--- src/rtl/cbus_arbiter_pkg.sv ---
// CBus request/response types and the arbiter's state, beat-count and pointer helpers.
package cbus_arbiter_pkg;

  typedef struct packed {
    logic        valid;
    logic        is_write;
    logic [2:0]  size;
    logic [31:0] addr;
    logic [7:0]  strobe;
    logic [63:0] data;
    logic [3:0]  len;
  } cbus_req_t;

  typedef struct packed {
    logic        ready;
    logic        last;
    logic [63:0] data;
  } cbus_resp_t;

  typedef enum logic {IDLE, BUSY} arb_state_t;

  localparam int CBUS_MAX_BEATS = 16;
  // One spare bit so a full 16-beat burst never wraps the counter.
  localparam int BEAT_W = $clog2(CBUS_MAX_BEATS) + 1;

  function automatic int wrap_inc(input int v, input int n);
    return (v + 1 >= n) ? 0 : v + 1;
  endfunction

endpackage

--- src/rtl/cbus_arbiter_picker.sv ---
// Combinational winner select: rotating priority from rr_ptr, or fixed lowest-index-wins.
module cbus_arbiter_picker #(
  parameter int NUM_REQ     = 2,
  parameter int ROUND_ROBIN = 1,
  localparam int IDX_W      = $clog2(NUM_REQ)
) (
  input  logic [NUM_REQ-1:0] valid,
  input  logic [IDX_W-1:0]   rr_ptr,
  output logic [IDX_W-1:0]   winner,
  output logic               any_valid
);

  // pos[k] is the requester examined k-th in priority order.
  logic [IDX_W-1:0] pos [NUM_REQ];

  generate
    for (genvar gi = 0; gi < NUM_REQ; gi++) begin : g_pos
      if (ROUND_ROBIN != 0) begin : g_rr
        assign pos[gi] = IDX_W'((int'(rr_ptr) + gi) % NUM_REQ);
      end else begin : g_fixed
        assign pos[gi] = IDX_W'(gi);
      end
    end
  endgenerate

  always_comb begin
    winner    = '0;
    any_valid = |valid;
    for (int k = NUM_REQ - 1; k >= 0; k--) begin
      if (valid[pos[k]]) winner = pos[k];
    end
  end

endmodule

--- src/rtl/cbus_arbiter.sv ---
// Shares one CBus master port among NUM_REQ requesters; grant is held for a whole burst.
module cbus_arbiter
  import cbus_arbiter_pkg::*;
#(
  parameter int NUM_REQ     = 2,
  parameter int ROUND_ROBIN = 1,
  localparam int IDX_W      = $clog2(NUM_REQ)
) (
  input  logic             clk,
  input  logic             resetn,
  input  cbus_req_t        ireqs  [NUM_REQ],
  output cbus_resp_t       iresps [NUM_REQ],
  output cbus_req_t        oreq,
  input  cbus_resp_t       oresp,
  output logic             busy,
  output logic [IDX_W-1:0] grant_idx
);

  arb_state_t        state_q, state_d;
  logic [IDX_W-1:0]  sel_q, sel_d;
  logic [IDX_W-1:0]  rr_ptr_q, rr_ptr_d;
  logic [BEAT_W-1:0] beat_cnt_q, beat_cnt_d;

  logic [NUM_REQ-1:0] req_valid;
  logic [IDX_W-1:0]   winner;
  logic               any_valid;

  generate
    for (genvar gi = 0; gi < NUM_REQ; gi++) begin : g_valid
      assign req_valid[gi] = ireqs[gi].valid;
    end
  endgenerate

  cbus_arbiter_picker #(
    .NUM_REQ     (NUM_REQ),
    .ROUND_ROBIN (ROUND_ROBIN)
  ) u_picker (
    .valid     (req_valid),
    .rr_ptr    (rr_ptr_q),
    .winner    (winner),
    .any_valid (any_valid)
  );

  always_comb begin
    state_d    = state_q;
    sel_d      = sel_q;
    rr_ptr_d   = rr_ptr_q;
    beat_cnt_d = beat_cnt_q;
    case (state_q)
      IDLE: begin
        if (any_valid) begin
          state_d    = BUSY;
          sel_d      = winner;
          beat_cnt_d = '0;
        end
      end
      BUSY: begin
        if (oresp.ready) begin
          beat_cnt_d = beat_cnt_q + 1'b1;
          if (oresp.last) begin
            state_d = IDLE;
            if (ROUND_ROBIN != 0) rr_ptr_d = IDX_W'(wrap_inc(int'(sel_q), NUM_REQ));
          end
        end
      end
      default: state_d = IDLE;
    endcase
  end

  always_ff @(posedge clk or negedge resetn) begin
    if (!resetn) begin
      state_q    <= IDLE;
      sel_q      <= '0;
      rr_ptr_q   <= '0;
      beat_cnt_q <= '0;
    end else begin
      state_q    <= state_d;
      sel_q      <= sel_d;
      rr_ptr_q   <= rr_ptr_d;
      beat_cnt_q <= beat_cnt_d;
    end
  end

  // Request and response paths are pure muxes once granted: no added latency.
  always_comb begin
    oreq = '0;
    for (int i = 0; i < NUM_REQ; i++) iresps[i] = '0;
    if (state_q == BUSY) begin
      oreq          = ireqs[sel_q];
      iresps[sel_q] = oresp;
    end
  end

  assign busy      = (state_q == BUSY);
  assign grant_idx = sel_q;

  always @(posedge clk) begin
    if (resetn) begin
      if (state_q == IDLE) assert (!oresp.ready);
      if (state_q == BUSY) begin
        assert (ireqs[sel_q].valid);
        if (oresp.ready && oresp.last) assert (beat_cnt_q == BEAT_W'(ireqs[sel_q].len));
      end
    end
  end

endmodule
--- config.mk ---
export PLATFORM = sky130hd
export DESIGN_NAME = cbus_arbiter
export DESIGN_NICKNAME = d
export VERILOG_FILES = /design/src/rtl/cbus_arbiter_pkg.sv /design/src/rtl/cbus_arbiter_picker.sv /design/src/rtl/cbus_arbiter.sv
export SDC_FILE = /design/constraint.sdc
export NUM_CORES = 1
export LEC_CHECK = 0
export CORE_AREA = 4 4 207 209
export DETAILED_ROUTE_END_ITERATION = 12
export DIE_AREA = 0 0 211 213
export GPL_ROUTABILITY_DRIVEN = 0
export PLACE_DENSITY = 0.43
export SLEW_MARGIN = 20
export SYNTH_ARGS = -nofsm -noshare
export SYNTH_HDL_FRONTEND = slang
export SYNTH_SLANG_ARGS = --single-unit
--- constraint.sdc ---
create_clock -name clk -period 2.7 [get_ports clk]
set_clock_uncertainty 0.15 [all_clocks]
set_input_delay 0.405 -clock clk [delete_from_list [all_inputs] [get_ports clk]]
set_output_delay 0.405 -clock clk [all_outputs]
set_load 0.05 [all_outputs]
After elaboration in Yosys (flattened, before gate mapping)
Index checks and enable logic that the tools add are counted.

word-level totals
  flip-flop bits (word level) = 3
  input bits = 294

cells by class
  $add $sub $neg = 2
  order comparisons = 5
  mux-type cells = 18
  bitwise gates (word level) = 3
  reductions and logical operators = 4

operator list
  cell                   count
  $mux W113              4
  $and A132 B132 Y132    1
  $mux W132              1
  $demux W66 S1          1
  $mux W66               1
  $mux W1                10
  $ge A2 B2 Y1 const B   2
  $lt A1 B2 Y1 const B   2
  $reduce_and A3 Y1      1
  $add A1 B1 Y2 const B  1
  $lt A2 B1 Y1 const B   1
  $not A1 Y2             1
  $pmux W1 S2            1
  $reduce_and A2 Y1      1
  $reduce_or A2 Y1       1
  $add A1 B1 Y1 const B  1
  $logic_and A1 B1 Y1    1
  $not A1 Y1             1

Logic depth before layout (Yosys ltp)
Gate-level depths: netlist of run 1.

  depth in word-level cells = 7
  depth in mapped cells = 5

Hierarchy
A second synthesis of run 1 with hierarchy kept.

second synthesis, totals
  cell total of the unflattened synthesis = 418
  area, all modules = 3,046.7 µm²

modules (own cells, without submodules)
  module               instances  cells each  area each (µm²)  sequential area each (µm²)
  cbus_arbiter         1          415         3,029.2          75.1
  cbus_arbiter_picker  1          3           17.5             0.0

Worst setup path before layout of run 1
Ideal clock, no wire load.

  kind = reg-to-output
  start point = register sel_q, in the netlist grant_idx
  end point = output port oreq[100] (netlist name)
  arrival = 1,965 ps
  data required time = 2,145 ps
  setup slack = 180 ps
  cell stages (with the launch flop) = 6
  path buffers = 3
  cell sequence = dfrtp_1 -> buf_4 -> buf_4 -> buf_6 -> mux2i_1 -> nor2b_1

RTL lines
  item                    line                text
  from (decl)             cbus_arbiter.sv:20  logic [IDX_W-1:0] sel_q, sel_d;
  from (signal assigned)  cbus_arbiter.sv:78  sel_q <= sel_d;
  to (decl)               cbus_arbiter.sv:13  output cbus_req_t oreq,

==> results.toml, run 1 <==
[cells_and_area]
drive_above_1_share = 0.2840
synthToLayoutAreaGrowth_pct = 271.9
layout.nets = 1221
n_antenna_cell = 0

[sta]
hold_ws_ns = 0.2206
fin_crit_ns = 2.399
final.setup.tns_ns = 0
drv_slew = 0
finalSetupViolations = 0
fmax_mhz = 416.9
relSlewSlack = 0.6384
tightest_slew_ns = 0.5407
rsz0062_at_grt = "no"
finalHoldViolations = 0
period_share = 0.8884

[place]
io_buffers = 540
hpwlAfterDp_um = 22380

[routing]
finalWirelength_um = 25530
post_drt_wl_per_cell_um = 17.51
num_vias = 4898
firstDrtPassIters = 4
vias_per_cell = 3.359
drtAntennaViolNets = 0
first_iter_violations = 132
drc = 0

[die]
die_x_um = 211
num_io_pins = 541
coreArea_um2 = 40830
initial_core_util = 0.07449
rows = 74
die-area_um2 = 44940
die_h_um = 213

[synthesis]
avgSynthCellArea_um2 = 7.294
synth_top_family_by_area = "simple AND/OR/NAND/NOR gates"
synth_top_cells_by_count = "nor2b_1, mux2i_1, and2_1, and3_1, clkbuf_1"
synth.distinct_cells = 15
yosys.area.top_type = "mux2i_1"
synthCells = 417
ys_seq_area_frac = 0.02468
yosysMostFrequentCell = "nor2b_1"
ys_ff_latch = 3
synth_compound_area_frac = 0.005759
ys_warn_count = 0
yosys.area_share.simple = 0.5134
synthFlopType = "dfrtp_1"
synth_edf_count = 0
synth.area.mux_share = 0.3752
synthXorXnorAreaFrac = 0
synth_area_um2 = 3042
yosysTopAreaCellShare = 0.3752
async_flop_share = 1.000
synthAdderAreaFrac = 0
syn_nets = 711
synthTopCellsByArea = "mux2i_1, nor2b_1, and2_1"

[global_routing]
grt_max_degree = 94
grt_pass1_wl_um = 34980
grtUsageTotal = 0.1017
grt.overflow.total = 0
grt_pass1_vias = 5108
grt_antenna_before_repair = 1

[clock_network]
clk_latency_ns = 0.22
cts_resized = 0
numCtsBuffers = 3
cts_buffer_depth = 2
cts.clk_slew.worst_paths_ns = 0.03
root_buffer = "clkbuf_16"
clock-sinks = 3
postCtsHoldBufs = 0
cts_tree = "built"
h-tree-depth = 1
postCtsSetupBuffers = 0

[flow_run]
maxCapViolations = 0

[hold_path]
worstHoldPathType = "primary input to async pin"

[setup_path]
rrSetupSlack_ns = 1.33
cp_num_buf_inv = 3
cp_cell_sequence = "buf_12, buf_4, mux2i_1, nor2b_1, buf_12"
critical_path_class = "register to output pin"
startpoint_type = "register"
r2r_end = "rr_ptr_q"
cp_slowest_stage_delay_ns = 0.50
r2r-start = "busy"
slowest_stage = "dfrtp_4"
r2r_cells = 3
cp-end-kind = "output pin"
required_ns = 2.14
path_common_cell = "buf_12"
crit_path_max_fanout = 38
cpLargestDelayFamily = "buffers and inverters"
worstPathArrival_ns = 1.84

[power]
vdd.ir_drop.worst_v = 0.0003066
power_density_nw_per_um2 = 646.7
leakagePower_nw = 4.905

[outcome]
outcome = "complete, no violations"
-- cells in the final DEF (no fill, tap or decap) --
cell type / Yosys / final
clkbuf_1: 29 / 1
and2_1: 66 / 66
buf_4: 10 / 27
a2bb2oi_1: 1 / 1
and3_1: 66 / 66
inv_1: 1 / 1
and2b_2: 0 / 1
dfrtp_1: 3 / 1
dfrtp_4: 0 / 2
o31a_1: 1 / 1
nor2b_1: 115 / 115
nand2_1: 1 / 1
clkdlybuf4s50_1: 0 / 295
nand3_1: 1 / 1
mux2i_1: 114 / 114
clkbuf_16: 0 / 3
buf_12: 0 / 230
-- area by class of cell --
class | instances | area, um^2
Inverter | 1 | 3.754
Fill cell | 4267 | 29520
Sequential cell | 3 | 82.58
Timing Repair Buffer | 552 | 7760
Multi-Input combinational cell | 366 | 2721
Tap cell | 532 | 665.6
Clock buffer | 4 | 78.83
-- registers in the layout, summed over array words and instances (netlist names) --
name,count
grant_idx,1
rr_ptr_q,1
busy,1
-- how the worst max path moves through the flow --
stage | from | end | slack [ns] | depth (start not counted)
6_report | grant_idx | oreq[60] | 0.30 | 5
2_1_floorplan | grant_idx | oreq[100] | 0.18 | 5
3_3_place_gp | grant_idx | oreq[79] | 0.54 | 5
5_1_grt | grant_idx | oreq[48] | 0.17 | 5
3_5_place_dp | grant_idx | oreq[43] | 0.51 | 5
4_1_cts | grant_idx | oreq[43] | 0.28 | 5
-- power breakdown --
part / switching, mW / leakage [nW] / internal [mW] / total (mW)
clock: 0.0392 / 0.0382 / 0.195 / 0.234
combinational: 3.75 / 4.83 / 3.25 / 6.99
sequential: 0.0248 / 0.0323 / 0.0616 / 0.0864
total: 3.81 / 4.91 / 3.50 / 7.32
-- kinds of logic (layout without fill, tap and decap cells) --
group / Yosys count / count (layout)
simple gates: 250 / 250
mux: 114 / 114
buf+inv: 48 / 557
flops: 3 / 3
compound gates: 2 / 2
-- through the flow --
step	util	setup slack (ns)	instance area (um^2)	cells	power, mW
finish	0.2770	0.3014	11310	1458	7.315
global route	0.2770	0.1747	11310	1458	7.590
CTS	0.2770	0.2779	11310	1458	7.408
detailed placement	0.2751	0.5119	11230	1454	7.161
global placement	0.2751	0.5431	11230	1454	7.165
floorplan	-	0.1804	3042	417	3.625
-- metal layers --
| metal | track usage | wire [um] | vias to the layer above |
|---|---|---|---|
| li1 | - | - | 2418 |
| met1 | 0.1163 | 9583 | 2199 |
| met2 | 0.1969 | 13660 | 269 |
| met3 | 0.02645 | 2110 | 12 |
| met4 | 0.008272 | 170 | 0 |
| met5 | 0 | 0 | - |
Note: power is estimated with default switching activity, not from simulation.
==> run 2: changes to the inputs <==
--- a/config.mk
+++ b/config.mk
@@ -9,6 +9,7 @@
 export DETAILED_ROUTE_END_ITERATION = 12
 export DIE_AREA = 0 0 211 213
 export GPL_ROUTABILITY_DRIVEN = 0
+export GPL_TIMING_DRIVEN = 0
 export PLACE_DENSITY = 0.43
 export SLEW_MARGIN = 20
 export SYNTH_ARGS = -nofsm -noshare
==> results.toml, run 2 (same netlist as run 1, synthesis figures left out) <==
[setup_path]
cp_slowest_stage_delay_ns = 0.53
cp_num_buf_inv = 3
worstPathArrival_ns = 2.04
critical_path_class = "register to output pin"
cp_cell_sequence = "buf_2, clkbuf_1, nor2b_1, clkdlybuf4s15_1"
cp-end-kind = "output pin"
crit_path_max_fanout = 10
startpoint_type = "register"
slowest_stage = "clkdlybuf4s15_1"
cpLargestDelayFamily = "buffers and inverters"
required_ns = 2.14

[clock_network]
clock-sinks = 3
cts.clk_slew.worst_paths_ns = 0.03
cts_buffer_depth = 2
cts_tree = "built"
root_buffer = "clkbuf_16"
numCtsBuffers = 3
postCtsHoldBufs = 0
h-tree-depth = 1
clk_latency_ns = 0.22
postCtsSetupBuffers = 0

[cells_and_area]
fin_util = 0.2183
layout_common_cells = "clkdlybuf4s50_1, nor2b_1, mux2i_1"
fillCellCount = 4612
finish.instance_area_um2 = 8914
synthToLayoutAreaGrowth_pct = 193.0
layout.nets = 1256
mostFrequentLayoutCell = "clkdlybuf4s50_1"
stdcell_count = 1493
n_antenna_cell = 0
drive_above_1_share = 0.2196

[sta]
fmax_mhz = 384.8
tightest_slew_ns = 0.5760
finalSetupViolations = 0
relSlewSlack = 0.6154
finalHoldViolations = 0
fin_crit_ns = 2.599
period_share = 0.9624
drv_slew = 0
rsz0062_at_grt = "no"
final.setup.tns_ns = 0
hold_ws_ns = 0.2295
worst_slack_ns = 0.1014

[place]
placed_area_um2 = 9112
place_ws_ns = -0.4241
placedCellCount = 1489
io_buffers = 540
hpwlAfterDp_um = 23590

[global_routing]
grt_pass1_wl_um = 35950
grtUsageTotal = 0.1051
grt_antenna_before_repair = 1
grt_pass1_vias = 5332
grt_max_degree = 11
grt.overflow.total = 0

[routing]
finalWirelength_um = 26440
num_vias = 5024
firstDrtPassIters = 4
vias_per_cell = 3.365
first_iter_violations = 163
post_drt_wl_per_cell_um = 17.71
drtAntennaViolNets = 0
drc = 0

[die]
rows = 74
num_io_pins = 541
die_x_um = 211
die_h_um = 213
die-area_um2 = 44940
coreArea_um2 = 40830
initial_core_util = 0.07449

[power]
leakagePower_nw = 4.234
power_density_nw_per_um2 = 620.0
vdd.ir_drop.worst_v = 0.0002192
total_power_mw = 5.527

[hold_path]
worstHoldPathType = "primary input to async pin"

[outcome]
outcome = "complete, no violations"

[flow_run]
maxCapViolations = 0
==> run 2: metal layers <==
layer / global-route usage / wire (um)
met1: 0.1340 / 11110
met2: 0.1896 / 13140
met3: 0.02336 / 1993
met4: 0.008048 / 193
met5: 0 / 0
==> run 2: report_power, final <==
part / switching, mW / internal [mW] / total (mW)
clock network: 0.0380 / 0.195 / 0.233
logic: 3.51 / 1.71 / 5.23
registers: 0.00977 / 0.0575 / 0.0673
==> run 2: worst paths after layout <==
path,startpoint,to,slack (ns),cells after the start
hold / removal,resetn,grant_idx,0.23,1
setup / recovery,busy,oreq[69],0.10,4
min in group clk,rr_ptr_q,rr_ptr_q,0.37,2
hold reg to reg,rr_ptr_q,rr_ptr_q,0.37,2
setup reg to reg,grant_idx,grant_idx,1.19,4
max in group asynchronous,resetn,rr_ptr_q,2.01,1
==> run 2: final cells by class <==
type | count | area, um^2 | area share
Multi-Input combinational cell | 366 | 2724 | 0.3056
Clock buffer | 4 | 78.83 | 0.008843
Buffer | 47 | 272.8 | 0.03060
Sequential cell | 3 | 75.07 | 0.008422
Inverter | 1 | 3.754 | 0.0004211
Timing Repair Buffer | 540 | 5094 | 0.5714
Tap cell | 532 | 665.6 | 0.07468
==> run 2: worst register-to-register path: stages, from the launching register on <==
cell and delay (ns):
dfrtp_1 0.39, buf_6 0.20, buf_6 0.23, buf_2 0.27
a2bb2oi_1 0.19
==> run 2: timing repair <==
| action | in CTS | in global routing |
|---|---|---|
| pin swaps | 0 | 0 |
| gates resized for setup | 465 | 167 |
| setup endpoints to repair | 240 | 158 |
==> run 3: changes to the inputs <==
--- a/config.mk
+++ b/config.mk
@@ -5,6 +5,7 @@
 export SDC_FILE = /design/constraint.sdc
 export NUM_CORES = 1
 export LEC_CHECK = 0
+export CAP_MARGIN = 20
 export CORE_AREA = 4 4 207 209
 export DETAILED_ROUTE_END_ITERATION = 12
 export DIE_AREA = 0 0 211 213
@@ -15,3 +16,4 @@
 export SYNTH_ARGS = -nofsm -noshare
 export SYNTH_HDL_FRONTEND = slang
 export SYNTH_SLANG_ARGS = --single-unit
+export TNS_END_PERCENT = 100
==> results of run 3 <==
The final DEF is identical to that of run 2; final timing and power are the same.
